$ cat config.mk
export PLATFORM = sky130hd
export DESIGN_NAME = dmem_bridge
export DESIGN_NICKNAME = d
export VERILOG_FILES = /design/src/rtl/dmem_pkg.sv /design/src/rtl/dmem_valid_pipe.sv /design/src/rtl/dmem_bridge.sv
export SDC_FILE = /design/constraint.sdc
export NUM_CORES = 1
export LEC_CHECK = 0
export ABC_AREA = 0
export BUFFER_PORTS_ARGS = -buffer_cell sky130_fd_sc_hd__buf_2
export CAP_MARGIN = 25
export CORE_MARGIN = 3
export CORE_UTILIZATION = 52
export CTS_CLUSTER_SIZE = 28
export DETAILED_ROUTE_END_ITERATION = 8
export PLACE_DENSITY = 0.86
export SLEW_MARGIN = 5
export SYNTH_ARGS = -nofsm -noshare
export SYNTH_HDL_FRONTEND = slang
export SYNTH_HIERARCHICAL = 1
export SYNTH_SLANG_ARGS = --single-unit
$ cat constraint.sdc
create_clock -name clk -period 4.5 [get_ports clk]
set_input_delay 0.45 -clock clk [delete_from_list [all_inputs] [get_ports clk]]
set_output_delay 0.45 -clock clk [all_outputs]
set_load 0.005 [all_outputs]
$ cat src/rtl/dmem_pkg.sv
// Shared types and constants for the dcache-side SRAM bridge.
// FSM state encoding, read-latency ceiling and burst-length width.
package dmem_pkg;

  typedef enum logic [1:0] {
    StIdle  = 2'd0,
    StRead  = 2'd1,
    StDrain = 2'd2
  } dmem_state_e;

  localparam int unsigned MAX_RD_LATENCY = 4;
  localparam int unsigned BURSTLEN_BITS  = 16;

  // A zero-length burst still returns one word.
  function automatic logic [BURSTLEN_BITS-1:0] burst_words(input logic [BURSTLEN_BITS-1:0] len);
    return (len == '0) ? BURSTLEN_BITS'(1) : len;
  endfunction

endpackage

$ cat src/rtl/dmem_valid_pipe.sv
// Shift register tracking in-flight SRAM reads; the last stage lines up with sram_rdata.
// Depth RD_LATENCY+1 covers the registered SRAM strobe plus the SRAM read latency.
module dmem_valid_pipe #(
  parameter int unsigned RD_LATENCY = 1
) (
  input  logic clk,
  input  logic flush,
  input  logic strobe_in,
  output logic strobe_out,
  output logic empty,
  output logic empty_next
);

  logic [RD_LATENCY:0] pipe_q;

  always_ff @(posedge clk) begin
    if (flush) begin
      pipe_q <= '0;
    end else begin
      pipe_q <= {pipe_q[RD_LATENCY-1:0], strobe_in};
    end
  end

  assign strobe_out = pipe_q[RD_LATENCY];
  assign empty      = ~|pipe_q;
  // Empty next cycle provided no new strobe enters; only the tail may still be set.
  assign empty_next = ~|pipe_q[RD_LATENCY-1:0];

endmodule

$ cat src/rtl/dmem_bridge.sv
// Serves dcache mem_* requests (word writes, single reads, bursts) from a synchronous SRAM.
// Optional DMEM_BRIDGE_STATS_EN adds saturating read-word/write/burst counters.
module dmem_bridge
  import dmem_pkg::*;
#(
  parameter int unsigned DATABITS      = 32,
  parameter int unsigned ADDRBITS      = 32,
  parameter int unsigned SRAM_ADDRBITS = 9,
  parameter int unsigned RD_LATENCY    = 1
) (
  input  logic                     clk,
  input  logic                     reset,
  input  logic [ADDRBITS-1:0]      mem_addr,
  input  logic [DATABITS-1:0]      mem_in,
  output logic [DATABITS-1:0]      mem_out,
  output logic                     mem_out_valid,
  input  logic                     mem_rdreq,
  input  logic                     mem_wrreq,
  input  logic [BURSTLEN_BITS-1:0] mem_burstlen,
  output logic                     mem_ready,
  output logic [SRAM_ADDRBITS-1:0] sram_addr,
  output logic [DATABITS-1:0]      sram_wdata,
  output logic                     sram_we,
  output logic                     sram_en,
`ifdef DMEM_BRIDGE_STATS_EN
  output logic [31:0]              stat_rdwords,
  output logic [31:0]              stat_wrwords,
  output logic [15:0]              stat_bursts,
`endif
  input  logic [DATABITS-1:0]      sram_rdata
);

  dmem_state_e state_q, state_d;

  logic [SRAM_ADDRBITS-1:0] addr_q, addr_d;
  logic [BURSTLEN_BITS-1:0] remain_q, remain_d;
  logic [SRAM_ADDRBITS-1:0] word_addr, issue_addr;
  logic                     rd_issue, wr_issue;
  logic                     pipe_out, pipe_empty, pipe_empty_next;

  logic [SRAM_ADDRBITS-1:0] sram_addr_q;
  logic [DATABITS-1:0]      sram_wdata_q;
  logic                     sram_we_q, sram_en_q;
  logic [DATABITS-1:0]      mem_out_q;
  logic                     mem_out_valid_q;

  assign word_addr = mem_addr[SRAM_ADDRBITS+1:2];

  logic unused_addr;
  assign unused_addr = ^{mem_addr[ADDRBITS-1:SRAM_ADDRBITS+2], mem_addr[1:0]};

  assign mem_ready = !reset && (state_q == StIdle) && pipe_empty;

  always_comb begin
    state_d    = state_q;
    addr_d     = addr_q;
    remain_d   = remain_q;
    rd_issue   = 1'b0;
    wr_issue   = 1'b0;
    issue_addr = addr_q;
    unique case (state_q)
      StIdle: begin
        if (mem_ready) begin
          if (mem_wrreq) begin
            wr_issue   = 1'b1;
            issue_addr = word_addr;
          end else if (mem_rdreq) begin
            // First word goes out on acceptance; the rest stream from READ.
            rd_issue   = 1'b1;
            issue_addr = word_addr;
            addr_d     = word_addr + SRAM_ADDRBITS'(1);
            remain_d   = burst_words(mem_burstlen) - BURSTLEN_BITS'(1);
            state_d    = (remain_d == '0) ? StDrain : StRead;
          end
        end
      end
      StRead: begin
        rd_issue = 1'b1;
        addr_d   = addr_q + SRAM_ADDRBITS'(1);
        remain_d = remain_q - BURSTLEN_BITS'(1);
        if (remain_q == BURSTLEN_BITS'(1)) begin
          state_d = StDrain;
        end
      end
      StDrain: begin
        if (pipe_empty_next) begin
          state_d = StIdle;
        end
      end
      default: state_d = StIdle;
    endcase
  end

  always_ff @(posedge clk) begin
    if (reset) begin
      state_q         <= StIdle;
      addr_q          <= '0;
      remain_q        <= '0;
      sram_addr_q     <= '0;
      sram_wdata_q    <= '0;
      sram_we_q       <= 1'b0;
      sram_en_q       <= 1'b0;
      mem_out_q       <= '0;
      mem_out_valid_q <= 1'b0;
    end else begin
      state_q         <= state_d;
      addr_q          <= addr_d;
      remain_q        <= remain_d;
      sram_en_q       <= rd_issue | wr_issue;
      sram_we_q       <= wr_issue;
      mem_out_valid_q <= pipe_out;
      if (rd_issue || wr_issue) begin
        sram_addr_q <= issue_addr;
      end
      if (wr_issue) begin
        sram_wdata_q <= mem_in;
      end
      if (pipe_out) begin
        mem_out_q <= sram_rdata;
      end
    end
  end

  dmem_valid_pipe #(
    .RD_LATENCY(RD_LATENCY)
  ) u_valid_pipe (
    .clk       (clk),
    .flush     (reset),
    .strobe_in (rd_issue),
    .strobe_out(pipe_out),
    .empty     (pipe_empty),
    .empty_next(pipe_empty_next)
  );

  assign sram_addr     = sram_addr_q;
  assign sram_wdata    = sram_wdata_q;
  assign sram_we       = sram_we_q;
  assign sram_en       = sram_en_q;
  assign mem_out       = mem_out_q;
  assign mem_out_valid = mem_out_valid_q;

`ifdef DMEM_BRIDGE_STATS_EN
  logic [31:0] stat_rdwords_q, stat_wrwords_q;
  logic [15:0] stat_bursts_q;

  always_ff @(posedge clk) begin
    if (reset) begin
      stat_rdwords_q <= '0;
      stat_wrwords_q <= '0;
      stat_bursts_q  <= '0;
    end else begin
      if (pipe_out && (stat_rdwords_q != '1)) begin
        stat_rdwords_q <= stat_rdwords_q + 32'd1;
      end
      if (wr_issue && (stat_wrwords_q != '1)) begin
        stat_wrwords_q <= stat_wrwords_q + 32'd1;
      end
      if (rd_issue && (state_q == StIdle) && (stat_bursts_q != '1)) begin
        stat_bursts_q <= stat_bursts_q + 16'd1;
      end
    end
  end

  assign stat_rdwords = stat_rdwords_q;
  assign stat_wrwords = stat_wrwords_q;
  assign stat_bursts  = stat_bursts_q;
`endif

endmodule

==> results of run 1 <==
-- report_power, final --
part	internal [mW]	switching (mW)
clock	0.269	0.344
sequential	0.990	0.0490
combinational	0.178	0.242
-- layout by cell type (no fill, tap or decap), drive strengths merged, types with 2 or more instances in the layout --
master / instances
o2111ai: 3
o22ai: 4
nor3: 12
a21oi: 52
mux2: 5
nor4b: 2
nor2: 58
o211ai: 5
a31oi: 6
nor2b: 5
nand4: 3
clkbuf: 9
a21o: 5
xnor2: 6
nand3: 14
o31a: 2
and3: 4
nor4: 5
or4: 8
a2111oi: 2
o311ai: 3
xor2: 3
a211oi: 12
o21ai: 17
nand2b: 2
dfxtp: 105
o21a: 5
and2: 2
and4b: 2
nand2: 108
mux2i: 46
a22oi: 2
a41oi: 2
nand4b: 3
buf: 177
inv: 16
or3: 5
ha: 5
-- per-stage QoR --
stage | setup WS (ns) | hold slack [ns]
5_1_grt | 1.08 | 0.301
4_1_cts | 1.45 | 0.304
2_1_floorplan | 1.66 | 0.446
3_5_place_dp | 1.40 | 0.445
6_report | 1.49 | 0.320
3_3_place_gp | 1.45 | 0.439
-- state kept, by name, summed over array words and instances, names as in the netlist --
| register | count |
|---|---|
| remain_q | 16 |
| state_q | 2 |
| sram_wdata | 32 |
| mem_out | 32 |
| u_valid_pipe/pipe_q | 2 |
| addr_q | 9 |
| sram_we | 1 |
| sram_en | 1 |
| sram_addr | 9 |
| mem_out_valid | 1 |
-- per-layer routing --
metal,share of wire (%),global-route usage (%)
met4,1.7,8.07
met2,49,40.4
met1,42,30.3
met5,0,0
met3,6.9,6.02
-- logic make-up after synthesis --
group	count (synthesis)
compound gates	128
fa+ha+maj	5
xor+xnor	9
flops	105
buf+inv	46
simple gates	238
mux	51
-- cell type report --
cell class / instances / area share (%)
Timing Repair Buffer: 177 / 15.3
Sequential cell: 105 / 35.4
Multi-Input combinational cell: 431 / 42.9
Inverter: 11 / 0.695
Tap cell: 108 / 2.27
Clock buffer: 9 / 2.08
Clock inverter: 7 / 1.37
-- worst min-delay path: stages --
cell and delay, ns:
buf_2 0.09, nand2_1 0.05, a21oi_1 0.05
-- final timing paths --
kind	start	endpoint	slack, ns
min reg2reg	sram_wdata[22]	sram_wdata[22]	0.46
max reg2reg	u_valid_pipe/pipe_q[1]	sram_wdata[16]	1.49
max	u_valid_pipe/pipe_q[1]	sram_wdata[16]	1.49
min	mem_in[9]	sram_wdata[9]	0.32
==> flow_summary.yaml, run 1 <==
run_status:
  outcome: "completed"
timing:
  hold_viol: 0
  rsz0062_at_grt: "false"
  fmax_mhz: 332
  setup_viol: 0
  finalCriticalPeriod_ns: 3.01
  tightest_slew_ns: 1.04
  finalSetupTns_ns: 0
  maxSlewViolCount: 0
  skew_ns: 0.0132
  slew_headroom_pct: 30.8
  timing.final.crit_share_pct: 66.9
worst_setup_path:
  cpMaxStageDelayCell: "inv_1"
  path_buf_inv: 1
  start_kind: "register"
  worstPathMaxFanout: 34
  reg2regPathDepth: 6
  worst_path_dominant_cell_family: "simple AND/OR/NAND/NOR gates"
  end_kind: "register"
  cp.depth: 6
  worst_ep_arrival_time_ns: 3.29
  path_cells: "nor2_1 -> nor4b_1 -> nand2_1 -> inv_1 -> nand2_1 -> a21oi_1"
  path_class: "reg -> reg"
  crit_required_ns: 4.77
  slowest_delay_ns: 0.84
  crit_path_frequent_cell: "nand2_1"
grt:
  grt.overflow.total: 0
  antenna_found_initial: 0
  grt_max_degree: 104
  grt_pass1_wl_um: 20800
  grt_pass1_vias: 4553
  grtUsageTotal_pct: 24.1
synth:
  synth.area.top_cells: "dfxtp_1 43%, mux2i_1 9.5%, nand2_1 8.4%"
  synth_cell_types: 56
  synth_commonest_cells: "108 x nand2_1, 105 x dfxtp_1, 58 x nor2_1"
  yosys_warnings: 6
  synth_top_family_by_area: "simple AND/OR/NAND/NOR gates"
  netlist_area_um2: 4840
  synth_edf_count: 0
  synth_mux_area_share_pct: 10.7
  ys_seq_area_share_pct: 43.4
  synth_area_leader_cell: "dfxtp_1"
  syn_inst: 582
  synthFlopType: "dfxtp_1"
  ys_ff_latch: 105
  synth-simple-area-share_pct: 22.5
  synth_xor_area_share_pct: 1.63
  syn_nets: 703
  async_flop_share_pct: 0
  synth_compound_gate_area_share_pct: 16.5
  synth_most_common_cell: "nand2_1"
  synth_area_per_cell_um2: 8.32
  synth_adder_area_share_pct: 1.29
  synth_top_area_share_pct: 43.4
placement:
  placed_cells: 832
  dp_hpwl_um: 9410
  io_buffers: 169
  dpl_cell_area_um2: 5740
  place.gp.congestion: 0.873
die:
  die_y_um: 103
  ios: 193
  coreArea_um2: 8890
  initial_utilization_pct: 54.5
  die_w_um: 103
  fp-row-count: 34
  die-area_um2: 10500
cells_and_area:
  stdcell_area_um2: 5940
  stdcell_count: 848
  ff_latch_area_um2: 2100
  multi_input_area_um2: 2550
  num-fill-cells: 739
  num_antenna_cells: 0
  drive_gt1_share_pct: 27.7
  fin_nets: 856
  fin_util_pct: 66.8
  area_growth_pct: 22.7
cts:
  cts_setup_buffers: 0
  numCtsBuffers: 9
  clockRootBuffer: "clkbuf_8"
  clock_sinks: 105
  path_clk_slew_ns: 0.11
  cts_tree: "built"
  hold_buffers: 0
  clk-insertion-delay-late_ns: 0.35
  htree_levels: 3
  clk_path_buf_depth: 2
  cts_resized: 0
detailed_routing:
  drt-vias-per-instance: 5.69
  wire_per_inst_um: 15.2
  routed_wl_um: 12900
  ant_nets: 0
  first_iter_violations: 251
  drt_first_pass_iters: 5
  vias: 4824
  drc: 0
hold_path:
  min_path_cells: 3
  holdCritPathClass: "in -> reg"
run:
  cap_violations: 0
power_and_ir_drop:
  report.power.total_mw: 2.07
  p_leak_nw: 2.57
  powerDensity_nw_per_um2: 349
  ir_worst_vdd_uv: 210
No activity file was read; power rests on OpenSTA's default activity.
==> inputs of run 2 (changes only) <==
--- a/config.mk
+++ b/config.mk
@@ -9,10 +9,10 @@
 export BUFFER_PORTS_ARGS = -buffer_cell sky130_fd_sc_hd__buf_2
 export CAP_MARGIN = 25
 export CORE_MARGIN = 3
-export CORE_UTILIZATION = 52
+export CORE_UTILIZATION = 49
 export CTS_CLUSTER_SIZE = 28
 export DETAILED_ROUTE_END_ITERATION = 8
-export PLACE_DENSITY = 0.86
+export PLACE_DENSITY = 0.82
 export SLEW_MARGIN = 5
 export SYNTH_ARGS = -nofsm -noshare
 export SYNTH_HDL_FRONTEND = slang
==> constraint.sdc (replaced) <==
create_clock -name clk -period 3.1 [get_ports clk]
set_input_delay 0.31 -clock clk [delete_from_list [all_inputs] [get_ports clk]]
set_output_delay 0.31 -clock clk [all_outputs]
set_load 0.005 [all_outputs]
==> flow_summary.yaml, run 2 (same netlist as run 1, synthesis figures left out) <==
run_status:
  outcome: "completed"
cells_and_area:
  stdcell_count: 871
  final_cell_mix: "168 x buf_2, 108 x nand2_1, 104 x dfxtp_1"
  fin_nets: 859
  num-fill-cells: 803
  area_growth_pct: 23.1
  drive_gt1_share_pct: 27.9
  num_antenna_cells: 0
  stdcell_area_um2: 5960
  fin_util_pct: 63.3
  final_common_cell: "buf_2"
cts:
  htree_levels: 3
  path_clk_slew_ns: 0.11
  cts_resized: 0
  clk-insertion-delay-late_ns: 0.36
  cts_setup_buffers: 0
  clock_sinks: 105
  hold_buffers: 0
  numCtsBuffers: 9
  cts_tree: "built"
  clk_path_buf_depth: 2
  clockRootBuffer: "clkbuf_8"
hold_path:
  hp-start: "mem_in[20]"
  holdCritPathClass: "in -> reg"
  min_path_cells: 3
worst_setup_path:
  cpMaxStageDelayCell: "dfxtp_1"
  path_cells: "nand2b_1 -> buf_4 -> nand2_1 -> nand2_1 -> ha_1 -> nand2_1 -> o21ai_0 -> nand3_1 -> or3_1 -> a31oi_1"
  worst_ep_arrival_time_ns: 2.85
  worstPathMaxFanout: 9
  path_buf_inv: 1
  slowest_delay_ns: 0.47
  crit_path_frequent_cell: "nand2_1"
  end_kind: "register"
  start_kind: "register"
  crit_required_ns: 3.39
  worst_path_dominant_cell_family: "simple AND/OR/NAND/NOR gates"
  crit_start: "state_q[1]"
  reg2regPathDepth: 10
  path_class: "reg -> reg"
  cp.depth: 10
  reg2reg_from: "state_q[1]"
die:
  initial_utilization_pct: 51.4
  fp-row-count: 35
  die_w_um: 105
  die-area_um2: 11100
  coreArea_um2: 9420
  die_y_um: 105
  ios: 193
placement:
  place.gp.congestion: 0.852
  preCtsSetupSlack_ns: 0.263
  io_buffers: 169
  dpl_cell_area_um2: 5790
  dp_hpwl_um: 9560
  placed_cells: 856
detailed_routing:
  wire_per_inst_um: 14.9
  first_iter_violations: 270
  routed_wl_um: 13000
  ant_nets: 0
  vias: 4816
  drt_first_pass_iters: 6
  drt-vias-per-instance: 5.53
  drc: 0
timing:
  hold_viol: 0
  maxSlewViolCount: 0
  timing.hold.ws_ns: 0.170
  postLayoutSetupSlackWorst_ns: 0.543
  skew_ns: 0.00987
  finalCriticalPeriod_ns: 2.56
  rsz0062_at_grt: "false"
  timing.final.crit_share_pct: 82.5
  fmax_mhz: 391
  slew_headroom_pct: 40.4
  finalSetupTns_ns: 0
  tightest_slew_ns: 0.893
  setup_viol: 0
run:
  cap_violations: 0
power_and_ir_drop:
  intPower_mw: 2.00
  power_frac_seq_pct: 51.5
  report.power.total_mw: 2.91
  combPwrFrac_pct: 21.3
  sw_frac_of_total_pct: 31.4
  switching_power_mw: 0.915
  clkPwrFrac_pct: 27.2
  ir_worst_vdd_uv: 239
  powerDensity_nw_per_um2: 488
  p_leak_nw: 2.56
grt:
  grtUsageMet3_pct: 5.82
  grt_pass1_wl_um: 21100
  antenna_found_initial: 0
  grt_pass1_vias: 4640
  grtUsageTotal_pct: 22.7
  use_met2_pct: 39.3
  grt_busiest_layer: "met2"
  grt_max_degree: 78
  grt.overflow.total: 0
  grt_use_met1_pct: 27.3
-- run 2: changes by cell type in the layout (fill, tap and decap cells not counted), sizes merged --
cell / change
buf: +3
bufinv: -1
clkinvlp: +3
inv: -3
-- run 2: per-layer routing --
| metal | part of all wire (%) | vias up |
|---|---|---|
| li1 | - | 2369 |
| met5 | 0 | - |
| met2 | 49 | 184 |
| met3 | 7.9 | 17 |
| met4 | 1.6 | 0 |
| met1 | 41 | 2246 |
-- run 2: worst reg2reg max path: stages (launching register included) --
cell      delay (ns)
dfxtp_1         0.47
nand2b_1        0.20
buf_4           0.19
nand2_1         0.06
nand2_1         0.08
ha_1            0.23
nand2_1         0.07
o21ai_0         0.38
nand3_1         0.24
or3_1           0.42
a31oi_1         0.16
-- run 2: final timing paths --
kind / endpoint / slack (ns)
max: addr_q[8] / 0.54
min reg2reg: sram_wdata[27] / 0.46
max reg2reg: addr_q[8] / 0.54
min: sram_wdata[20] / 0.17
-- run 2: layout make-up --
cell class | count | area [um^2] | area share (%)
inverter | 11 | 41.3 | 0.692
multi-input combinational | 431 | 2550 | 42.8
clock inverter | 6 | 53.8 | 0.902
timing repair buffer | 180 | 931 | 15.6
clock buffer | 9 | 124 | 2.08
tap | 129 | 161 | 2.71
sequential | 105 | 2100 | 35.3
-- run 2: power by group through the flow --
stage | clock network, mW | registers, mW | logic, mW
2_1_floorplan | 0 | 1.53 | 0.389
3_3_place_gp | 0 | 1.52 | 0.593
3_5_place_dp | 0 | 1.53 | 0.616
4_1_cts | 0.813 | 1.50 | 0.617
5_1_grt | 0.860 | 1.51 | 0.685
6_report | 0.791 | 1.50 | 0.621
